File: src/rtl/voice_op_register_sequencer_pkg.sv
// Shared definitions for the register-write sequencer: register-number field layout,
// voice-op parameter indices, slot width derivation and the buffered write tag.
package voice_op_register_sequencer_pkg;

    localparam int REG_VALID_BIT  = 15;
    localparam int REG_GLOBAL_BIT = 14;
    localparam int REG_PARAM_MSB  = 13;
    localparam int REG_PARAM_LSB  = 8;
    localparam int REG_ADDR_W     = 14;
    localparam int PARAM_W        = REG_PARAM_MSB - REG_PARAM_LSB + 1;

    localparam logic [PARAM_W-1:0] PARAM_PHASE_STEP   = 6'h00;
    localparam logic [PARAM_W-1:0] PARAM_ALGORITHM    = 6'h01;
    localparam logic [PARAM_W-1:0] PARAM_ENV_ATTACK   = 6'h02;
    localparam logic [PARAM_W-1:0] PARAM_ENV_DECAY    = 6'h03;
    localparam logic [PARAM_W-1:0] PARAM_ENV_SUSTAIN  = 6'h04;
    localparam logic [PARAM_W-1:0] PARAM_ENV_RELEASE  = 6'h05;
    localparam logic [PARAM_W-1:0] PARAM_ENV_LEVEL    = 6'h06;
    localparam logic [PARAM_W-1:0] PARAM_FEEDBACK     = 6'h07;
    localparam logic [PARAM_W-1:0] PARAM_NOTE_ON_LO   = 6'h10;
    localparam logic [PARAM_W-1:0] PARAM_NOTE_ON_HI   = 6'h11;
    localparam logic [PARAM_W-1:0] PARAM_LED          = 6'h12;

    function automatic int voWidth(input int numVoices, input int numOperators);
        return $clog2(numVoices) + $clog2(numOperators);
    endfunction

    // For voice-op writes addr holds {param, slot}; for global writes it is the table index.
    typedef struct packed {
        logic                  isGlobal;
        logic [REG_ADDR_W-1:0] addr;
    } fifo_tag_t;

    typedef enum logic {
        ST_IDLE  = 1'b0,
        ST_DRAIN = 1'b1
    } dispatch_state_t;

endpackage

File: src/rtl/voice_op_register_sequencer_sync_fifo.sv
// Small first-word-fall-through FIFO; a push into a full FIFO is accepted when a pop
// happens in the same cycle.
module sync_fifo #(
    parameter int WIDTH = 8,
    parameter int DEPTH = 4
) (
    input  logic             i_Clock,
    input  logic             i_Reset_n,
    input  logic             i_Push,
    input  logic [WIDTH-1:0] i_PushData,
    input  logic             i_Pop,
    output logic [WIDTH-1:0] o_PopData,
    output logic             o_Full,
    output logic             o_Empty
);

    localparam int AW = $clog2(DEPTH);

    logic [WIDTH-1:0] r_Mem [DEPTH];
    logic [AW:0]      r_WrPtr;
    logic [AW:0]      r_RdPtr;
    logic             w_DoPush;
    logic             w_DoPop;

    assign o_Empty  = (r_WrPtr == r_RdPtr);
    assign o_Full   = (r_WrPtr[AW] != r_RdPtr[AW]) && (r_WrPtr[AW-1:0] == r_RdPtr[AW-1:0]);
    assign w_DoPop  = i_Pop & ~o_Empty;
    assign w_DoPush = i_Push & (~o_Full | w_DoPop);

    assign o_PopData = r_Mem[r_RdPtr[AW-1:0]];

    always_ff @(posedge i_Clock) begin
        if (w_DoPush) begin
            r_Mem[r_WrPtr[AW-1:0]] <= i_PushData;
        end
    end

    always_ff @(posedge i_Clock or negedge i_Reset_n) begin
        if (!i_Reset_n) begin
            r_WrPtr <= '0;
            r_RdPtr <= '0;
        end else begin
            if (w_DoPush) begin
                r_WrPtr <= r_WrPtr + 1'b1;
            end
            if (w_DoPop) begin
                r_RdPtr <= r_RdPtr + 1'b1;
            end
        end
    end

endmodule

File: src/rtl/voice_op_register_sequencer.sv
// Decodes edge-detected SPI register writes, buffers them and dispatches them as
// one-cycle strobes, optionally only at frame start; also owns the voice-op slot counter.
module voice_op_register_sequencer
    import voice_op_register_sequencer_pkg::*;
#(
    parameter int NUM_VOICES    = 32,
    parameter int NUM_OPERATORS = 8,
    parameter int NUM_PARAMS    = 20,
    parameter int DATA_WIDTH    = 16,
    parameter int FIFO_DEPTH    = 4,
    parameter int SYNC_WRITES   = 1,
    localparam int VO_W         = voWidth(NUM_VOICES, NUM_OPERATORS)
) (
    input  logic                  i_Clock,
    input  logic                  i_Reset_n,
    input  logic                  i_RegisterWriteEnable,
    input  logic [15:0]           i_RegisterWriteNumber,
    input  logic [DATA_WIDTH-1:0] i_RegisterWriteValue,
    input  logic                  i_ClearOverflow,
    output logic [VO_W-1:0]       o_VoiceOperator,
    output logic                  o_FrameStart,
    output logic [NUM_PARAMS-1:0] o_ParamWriteEnable,
    output logic                  o_GlobalWriteEnable,
    output logic [13:0]           o_GlobalWriteAddress,
    output logic [VO_W-1:0]       o_ConfigWriteAddr,
    output logic [DATA_WIDTH-1:0] o_ConfigWriteData,
    output logic                  o_Busy,
    output logic                  o_Dropped,
    output logic                  o_Overflow
);

    localparam int                  ENTRY_W       = $bits(fifo_tag_t) + DATA_WIDTH;
    localparam logic [7:0]          VO_HIGH_MASK  = 8'hFF << VO_W;
    localparam logic [PARAM_W:0]    NUM_PARAMS_W  = (PARAM_W + 1)'(NUM_PARAMS);
    localparam logic [NUM_PARAMS-1:0] PARAM_ONE   = NUM_PARAMS'(1);

    logic                  r_WeLast;
    logic [VO_W-1:0]       r_Slot;
    dispatch_state_t       r_State;
    dispatch_state_t       w_NextState;

    logic                  w_Accept;
    logic                  w_IsValid;
    logic                  w_PushReq;
    logic                  w_Push;
    logic                  w_Pop;
    logic                  w_Lost;
    logic                  w_DropNow;
    logic                  w_Full;
    logic                  w_Empty;
    fifo_tag_t             w_InTag;
    fifo_tag_t             w_OutTag;
    logic [DATA_WIDTH-1:0] w_OutValue;
    logic [ENTRY_W-1:0]    w_FifoOut;

    logic [NUM_PARAMS-1:0] r_ParamWriteEnable;
    logic                  r_GlobalWriteEnable;
    logic [13:0]           r_GlobalWriteAddress;
    logic [VO_W-1:0]       r_ConfigWriteAddr;
    logic [DATA_WIDTH-1:0] r_ConfigWriteData;
    logic                  r_Dropped;
    logic                  r_Overflow;

    assign w_Accept = i_RegisterWriteEnable & ~r_WeLast;

    // Voice-op writes must fit the slot field and name an existing parameter strobe.
    always_comb begin
        w_IsValid = i_RegisterWriteNumber[REG_VALID_BIT];
        if (!i_RegisterWriteNumber[REG_GLOBAL_BIT]) begin
            if ((i_RegisterWriteNumber[7:0] & VO_HIGH_MASK) != 8'h00) begin
                w_IsValid = 1'b0;
            end
            if ({1'b0, i_RegisterWriteNumber[REG_PARAM_MSB:REG_PARAM_LSB]} >= NUM_PARAMS_W) begin
                w_IsValid = 1'b0;
            end
        end
    end

    always_comb begin
        w_InTag          = '0;
        w_InTag.isGlobal = i_RegisterWriteNumber[REG_GLOBAL_BIT];
        w_InTag.addr     = i_RegisterWriteNumber[REG_ADDR_W-1:0];
    end

    assign w_PushReq = w_Accept & w_IsValid;
    assign w_Push    = w_PushReq & (~w_Full | w_Pop);
    assign w_Lost    = w_PushReq & w_Full & ~w_Pop;
    assign w_DropNow = (w_Accept & ~w_IsValid) | w_Lost;

    sync_fifo #(
        .WIDTH (ENTRY_W),
        .DEPTH (FIFO_DEPTH)
    ) u_fifo (
        .i_Clock    (i_Clock),
        .i_Reset_n  (i_Reset_n),
        .i_Push     (w_Push),
        .i_PushData ({w_InTag, i_RegisterWriteValue}),
        .i_Pop      (w_Pop),
        .o_PopData  (w_FifoOut),
        .o_Full     (w_Full),
        .o_Empty    (w_Empty)
    );

    assign {w_OutTag, w_OutValue} = w_FifoOut;

    // In synchronous mode a burst only starts on slot 0 and keeps going while entries remain.
    always_comb begin
        w_NextState = r_State;
        w_Pop       = 1'b0;
        if (SYNC_WRITES == 0) begin
            w_Pop       = ~w_Empty;
            w_NextState = ST_IDLE;
        end else begin
            case (r_State)
                ST_IDLE: begin
                    if ((r_Slot == '0) && !w_Empty) begin
                        w_Pop       = 1'b1;
                        w_NextState = ST_DRAIN;
                    end
                end
                ST_DRAIN: begin
                    if (!w_Empty) begin
                        w_Pop = 1'b1;
                    end else if (!w_PushReq) begin
                        w_NextState = ST_IDLE;
                    end
                end
                default: w_NextState = ST_IDLE;
            endcase
        end
    end

    always_ff @(posedge i_Clock or negedge i_Reset_n) begin
        if (!i_Reset_n) begin
            r_WeLast <= 1'b0;
            r_Slot   <= '0;
            r_State  <= ST_IDLE;
        end else begin
            r_WeLast <= i_RegisterWriteEnable;
            r_Slot   <= r_Slot + 1'b1;
            r_State  <= w_NextState;
        end
    end

    always_ff @(posedge i_Clock or negedge i_Reset_n) begin
        if (!i_Reset_n) begin
            r_ParamWriteEnable   <= '0;
            r_GlobalWriteEnable  <= 1'b0;
            r_GlobalWriteAddress <= '0;
            r_ConfigWriteAddr    <= '0;
            r_ConfigWriteData    <= '0;
            r_Dropped            <= 1'b0;
            r_Overflow           <= 1'b0;
        end else begin
            r_ParamWriteEnable  <= '0;
            r_GlobalWriteEnable <= 1'b0;
            r_Dropped           <= w_DropNow;
            if (w_Pop) begin
                r_ConfigWriteData <= w_OutValue;
                if (w_OutTag.isGlobal) begin
                    r_GlobalWriteEnable  <= 1'b1;
                    r_GlobalWriteAddress <= w_OutTag.addr;
                end else begin
                    r_ParamWriteEnable <= PARAM_ONE << w_OutTag.addr[REG_PARAM_MSB:REG_PARAM_LSB];
                    r_ConfigWriteAddr  <= w_OutTag.addr[VO_W-1:0];
                end
            end
            if (w_Lost) begin
                r_Overflow <= 1'b1;
            end else if (i_ClearOverflow) begin
                r_Overflow <= 1'b0;
            end
        end
    end

    assign o_VoiceOperator      = r_Slot;
    assign o_FrameStart         = (r_Slot == '0);
    assign o_ParamWriteEnable   = r_ParamWriteEnable;
    assign o_GlobalWriteEnable  = r_GlobalWriteEnable;
    assign o_GlobalWriteAddress = r_GlobalWriteAddress;
    assign o_ConfigWriteAddr    = r_ConfigWriteAddr;
    assign o_ConfigWriteData    = r_ConfigWriteData;
    assign o_Busy               = ~w_Empty | (r_State == ST_DRAIN);
    assign o_Dropped            = r_Dropped;
    assign o_Overflow           = r_Overflow;

endmodule

File: config.mk
export PLATFORM = sky130hd
export DESIGN_NAME = voice_op_register_sequencer
export DESIGN_NICKNAME = d
export VERILOG_FILES = /design/src/rtl/voice_op_register_sequencer_pkg.sv /design/src/rtl/voice_op_register_sequencer_sync_fifo.sv /design/src/rtl/voice_op_register_sequencer.sv
export SDC_FILE = /design/constraint.sdc
export NUM_CORES = 1
export LEC_CHECK = 0
export ABC_CLOCK_PERIOD_IN_PS = 5320
export BUFFER_PORTS_ARGS = -buffer_cell sky130_fd_sc_hd__buf_4
export CAP_MARGIN = 10
export CORE_MARGIN = 10
export CORE_UTILIZATION = 57
export DETAILED_ROUTE_END_ITERATION = 12
export PLACE_DENSITY = 0.79
export SETUP_SLACK_MARGIN = 0.1
export SLEW_MARGIN = 0
export SYNTH_ARGS = -nofsm -noshare
export SYNTH_HDL_FRONTEND = slang
export SYNTH_SLANG_ARGS = --single-unit
File: constraint.sdc
create_clock -name i_Clock -period 5.32 [get_ports i_Clock]
set_input_delay 0.798 -clock i_Clock [delete_from_list [all_inputs] [get_ports i_Clock]]
set_output_delay 0.798 -clock i_Clock [all_outputs]
set_load 0.02 [all_outputs]
# After elaboration in Yosys (flattened, before gate mapping)
# Memories as Yosys holds them, arrays and structs flattened.
# Index checks and enable logic that the tools add are counted.
[word_totals]
ff_bits = 77
latchBits = 0
mem_bits_rw = 124
mem_bits_ro = 0
in_bits = 36
out_inout_bits = 71
word_cells = 63
mem_count = 1
[op_classes]
n_addsub = 3
mul = 0
div = 0
magnitude_cmp = 1
eq_ne = 3
n_shift = 1
mux = 16
bitwise_logic = 19
reduce_logical = 7
[memory_table]
columns = ["name", "depth", "word_bits", "read_ports", "rd_ports_with_merged_regs", "write_ports", "line_no", "text"]
rows = [
  ["u_fifo.r_Mem", 4, 31, 1, 0, 1, "voice_op_register_sequencer_sync_fifo.sv:19", "logic [WIDTH-1:0] r_Mem [DEPTH];"],
]
[ops]
columns = ["operator", "count"]
rows = [
  ["two-way mux 20 bit", 2],
  ["<< shifter 1 x 6 -> 20 bit (first input constant)", 1],
  ["two-way mux 1 bit", 12],
  ["adder 8 x 1 -> 8 bit (second input constant)", 1],
  ["AND 1 bit", 8],
  ["logical NOT 8 bit", 1],
  ["inverter 1 bit", 7],
  ["adder 3 x 1 -> 3 bit (second input constant)", 2],
  ["greater-or-equal comparator 6 x 5 -> 1 bit (second input constant)", 1],
  ["OR 1 bit", 4],
  ["case mux 1 bit (2 select lines)", 2],
  ["AND reduction 2 bit", 2],
  ["== test 3 bit", 1],
  ["== test 2 bit", 1],
  ["logical AND 1 bit", 2],
  ["nonzero test 2 bit", 1],
  ["logical NOT 1 bit", 1],
  ["!= test 1 bit", 1],
]

# Logic depth before layout (Yosys ltp)
[depth]
word_depth = 10
depth_mapped = 7

# By module
# From an unflattened synthesis, not the netlist that was laid out.
[unflattened]
cells_unflattened = 442
area_unflattened_um2 = 7629.8
[by_module_without_submodules]
columns = ["module", "n_inst", "cells_each", "area_each_um2", "seq_area_each_um2"]
rows = [
  ["sync_fifo", 1, 206, 4928.5, 3873.7],
  ["voice_op_register_sequencer", 1, 236, 2701.3, 1776.7],
]

# Worst setup path after synthesis
# OpenSTA, ideal clock, no wires.
[synth_timing]
path_type = "input to register"
start = "in i_RegisterWriteEnable"
end = "mem u_fifo.r_Mem[3][0] (netlist bit), enable pin"
setup_time_ns = 0.481
arrival_time_ns = 3.724
required_ns = 4.839
path_slack_ns = 1.114
stages = 3
n_path_buf = 0
path_cell_list = "nor2b_1 -> o2111ai_1 -> a311oi_1"
[synth_between]
elab_chain_len = 6
[synth_lines]
columns = ["element", "line_no", "text"]
rows = [
  ["start, declared", "voice_op_register_sequencer.sv:16", "input logic i_RegisterWriteEnable,"],
  ["AND 1 bit", "voice_op_register_sequencer.sv:64", "assign w_Accept = i_RegisterWriteEnable & ~r_WeLast;"],
  ["AND 1 bit", "voice_op_register_sequencer.sv:85", "assign w_PushReq = w_Accept & w_IsValid;"],
  ["AND 1 bit", "voice_op_register_sequencer.sv:86", "assign w_Push = w_PushReq & (~w_Full | w_Pop);"],
  ["AND 1 bit", "voice_op_register_sequencer_sync_fifo.sv:28", "assign w_DoPush = i_Push & (~o_Full | w_DoPop);"],
  ["two-way mux 1 bit", "voice_op_register_sequencer_sync_fifo.sv:33", "if (w_DoPush) begin"],
  ["two-way mux 1 bit (implied by the code)", "voice_op_register_sequencer_sync_fifo.sv:34", "r_Mem[r_WrPtr[AW-1:0]] <= i_PushData;"],
  ["end, declared", "voice_op_register_sequencer_sync_fifo.sv:19", ""],
]
# No other way between the ends.

# Worst setup path in the final report
[layout_timing]
start = "reg r_Slot[5], in the netlist o_VoiceOperator[5]"
end = "mem u_fifo.r_Mem[2][3] (netlist bit), enable pin"
[layout_between]
elab_chain_len = 9
[layout_lines]
columns = ["element", "line_no", "text"]
rows = [
  ["start, declared", "voice_op_register_sequencer.sv:38", "logic [VO_W-1:0] r_Slot;"],
  ["start signal, assigned", "voice_op_register_sequencer.sv:140", "r_Slot <= r_Slot + 1'b1;"],
  ["logical NOT 8 bit *", "voice_op_register_sequencer.sv:116", "if ((r_Slot == '0) && !w_Empty) begin"],
  ["logical AND 1 bit *", "voice_op_register_sequencer.sv:116", ""],
  ["two-way mux 1 bit *", "voice_op_register_sequencer.sv:116", ""],
  ["case mux 1 bit (2 select lines) *", "voice_op_register_sequencer.sv:114", "case (r_State)"],
  ["OR 1 bit / AND 1 bit (equally long branches)", "voice_op_register_sequencer.sv:86, voice_op_register_sequencer_sync_fifo.sv:27", ""],
  ["AND 1 bit / OR 1 bit (equally long branches)", "voice_op_register_sequencer.sv:86, voice_op_register_sequencer_sync_fifo.sv:28", ""],
  ["AND 1 bit *", "voice_op_register_sequencer_sync_fifo.sv:28", ""],
  ["two-way mux 1 bit *", "voice_op_register_sequencer_sync_fifo.sv:33", ""],
  ["two-way mux 1 bit (implied by the code) *", "voice_op_register_sequencer_sync_fifo.sv:34", ""],
]
# Every way passes the cells marked *; elsewhere a longest branch is shown, timed or not.

==> impl_metrics.env <==
export IMPL_grt_pass1_wl_um=23000
export IMPL_worstPathCellList="nor4_4 > nand3_1 > a31oi_1 > and2_2"
export IMPL_rsz0062_at_grt="no"
export IMPL_cp_num_cells=4
export IMPL_grt_antenna_before_repair=0
export IMPL_start_util=0.577
export IMPL_r2r_cells=4
export IMPL_dieArea_mm2=0.0183
export IMPL_synth_avg_cell_area_um2=19.8
export IMPL_cts_max_level=1
export IMPL_post_route_period_util=0.531
export IMPL_worst_slew_pin_transition_ps=1120
export IMPL_io_buffers=106
export IMPL_cts_max_path_buffers=3
export IMPL_cp_num_buf_inv=0
export IMPL_finalMaxSlewViolations=0
export IMPL_place_area_mm2=0.00855
export IMPL_yosys_warnings=0
export IMPL_gp_congestion=0.791
export IMPL_worstPathArrival_ps=2920
export IMPL_cts_hold_buf=0
export IMPL_slew_headroom=0.254
export IMPL_design_power_total_mw=4.84
export IMPL_io_pins=107
export IMPL_final_util=0.703
export IMPL_synth_top_cell_area_share=0.491
export IMPL_tns_ps=0
export IMPL_die_y_um=135
export IMPL_status="finished clean"
export IMPL_yosysSeqAreaShare=0.745
export IMPL_insertion_delay_ps=470
export IMPL_cts_setup_buffers=0
export IMPL_die_x_um=135
export IMPL_clkSlewWorstSetupHoldPaths_ps=60
export IMPL_root_buffer="clkbuf_16"
export IMPL_yosys_area_top_type="edfxtp_1"
export IMPL_synth_commonest_cells="edfxtp_1, dfrtp_1, mux2_2"
export IMPL_crit_type="flop to flop"
export IMPL_drc=0
export IMPL_synth_area_leaders="edfxtp_1, dfrtp_1, mux4_2"
export IMPL_routed_wl_um=14300
export IMPL_first_global_vias=4214
export IMPL_crit_path_end_kind="flop"
export IMPL_crit_path_max_incr_delay_ps=810
export IMPL_synth_seq_cells=201
export IMPL_setup_violations=0
export IMPL_layout_drive_gt1_share=0.446
export IMPL_synth_main_ff_cell="edfxtp_1"
export IMPL_grt_overflow_total=0
export IMPL_drt_iter0_drc=183
export IMPL_dp_final_hpwl_um=9400
export IMPL_core_area_mm2=0.0131
export IMPL_cts_tree="done"
export IMPL_area_growth_pct=21.8
export IMPL_cts_resized=0
export IMPL_ir_drop_mv=0.346
export IMPL_skew_ps=8.88
export IMPL_synth_cell_type_count=42
export IMPL_first_pass_iters=6
export IMPL_row_count=42
export IMPL_fin_area_mm2=0.00923
export IMPL_period_needed_ps=2830
export IMPL_synth_fp_nets=425
export IMPL_min_path_type="primary input to flop"
export IMPL_ant_nets=0
export IMPL_synth_area_mm2=0.00758
export IMPL_worstPathRequired_ps=5420
export IMPL_cts_sinks=201
export IMPL_nNetsFinal=540
export IMPL_routed_via_density=5.57
export IMPL_holdWs_ps=450
export IMPL_path_delay_family="simple AND/OR/NAND/NOR gates"
export IMPL_cp_slowest_cell="and2_2"
export IMPL_synthMostInstantiatedCell="edfxtp_1"
export IMPL_grt_use_total=0.157
export IMPL_synth_async_reset_ratio=0.383
export IMPL_cp_max_fo=31
export IMPL_grt_max_degree=78
export IMPL_numCtsBuffers=20
export IMPL_cap_viol_max_count=0
export IMPL_holdPathStages=1
export IMPL_fmax_mhz=354
export IMPL_powerDensity_mw_per_mm2=524
export IMPL_synth_enable_flop_cells=124
export IMPL_insertedDiodeCount=0
export IMPL_timing_final_hold_violations=0
export IMPL_p_leak_nw=3.57
export IMPL_synthCells=382
export IMPL_post_drt_wl_per_cell_um=20.9
export IMPL_critPathLaunchType="flop"
export IMPL_vias=3826
==> registers in the layout, indices dropped and copies added, names as in the netlist <==
| signal | count |
|---|---|
| r_State | 1 |
| o_ConfigWriteAddr | 8 |
| r_WeLast | 1 |
| o_Overflow | 1 |
| o_GlobalWriteAddress | 14 |
| u_fifo.r_Mem | 124 |
| o_VoiceOperator | 8 |
| o_ParamWriteEnable | 20 |
| u_fifo.r_WrPtr | 3 |
| u_fifo.r_RdPtr | 3 |
| o_GlobalWriteEnable | 1 |
| o_Dropped | 1 |
| o_ConfigWriteData | 16 |
==> logic make-up after synthesis <==
group / Yosys count / synth area share
fa+ha+maj: 7 / 0.0116
mux: 72 / 0.152
buf+inv: 23 / 0.0160
simple gates: 55 / 0.0488
xor+xnor: 13 / 0.0150
flops: 201 / 0.745
compound gates: 11 / 0.0111
==> cells in the final DEF (no fill, tap or decap), types with 6 or more instances in the layout <==
| cell | instances |
|---|---|
| edfxtp_1 | 124 |
| buf_4 | 109 |
| dfrtp_1 | 76 |
| mux2_2 | 41 |
| mux4_2 | 28 |
| clkbuf_16 | 22 |
| nor4_1 | 16 |
| inv_1 | 7 |
| xor2_1 | 7 |
| nand2b_1 | 7 |
| ha_1 | 7 |
| nand3_1 | 6 |
| xnor2_1 | 6 |
==> final cells by class <==
class,instances,area [µm²]
sequential,201,5650
fill,844,3910
multi-input combinational,158,1830
timing repair buffer,109,818
clock buffer,25,576
tap,176,220
clock inverter,11,109
inverter,7,26.3
==> through the flow <==
stage	setup WS (ps)	cells
after floorplan	1110	382
after global placement	2380	651
after detailed placement	2270	651
after CTS	2450	687
after global routing	2330	687
final	2490	687
==> metal layers <==
layer | share of wire | global-route usage
met1 | 0.43 | 0.204
met5 | 0 | 0
met3 | 0.068 | 0.0434
met2 | 0.49 | 0.258
met4 | 0.013 | 0.0407
==> where the power goes <==
group | internal, mW | leakage, nW | switching, mW
combinational | 0.650 | 1.14 | 0.767
clock | 0.866 | 0.339 | 0.554
sequential | 1.88 | 2.09 | 0.121
==> worst paths after layout <==
kind	end	slack [ps]	from
min	r_WeLast	450	i_RegisterWriteEnable
max in group asynchronous	u_fifo.r_RdPtr[0]	4170	i_Reset_n
min in group asynchronous	o_ConfigWriteAddr[7]	480	i_Reset_n
min reg2reg	u_fifo.r_WrPtr[2]	490	u_fifo.r_WrPtr[2]
max	u_fifo.r_Mem[2][3]	2490	o_VoiceOperator[5]
max reg2reg	u_fifo.r_Mem[2][3]	2490	o_VoiceOperator[5]
No activity file was read; power rests on OpenSTA's default activity.
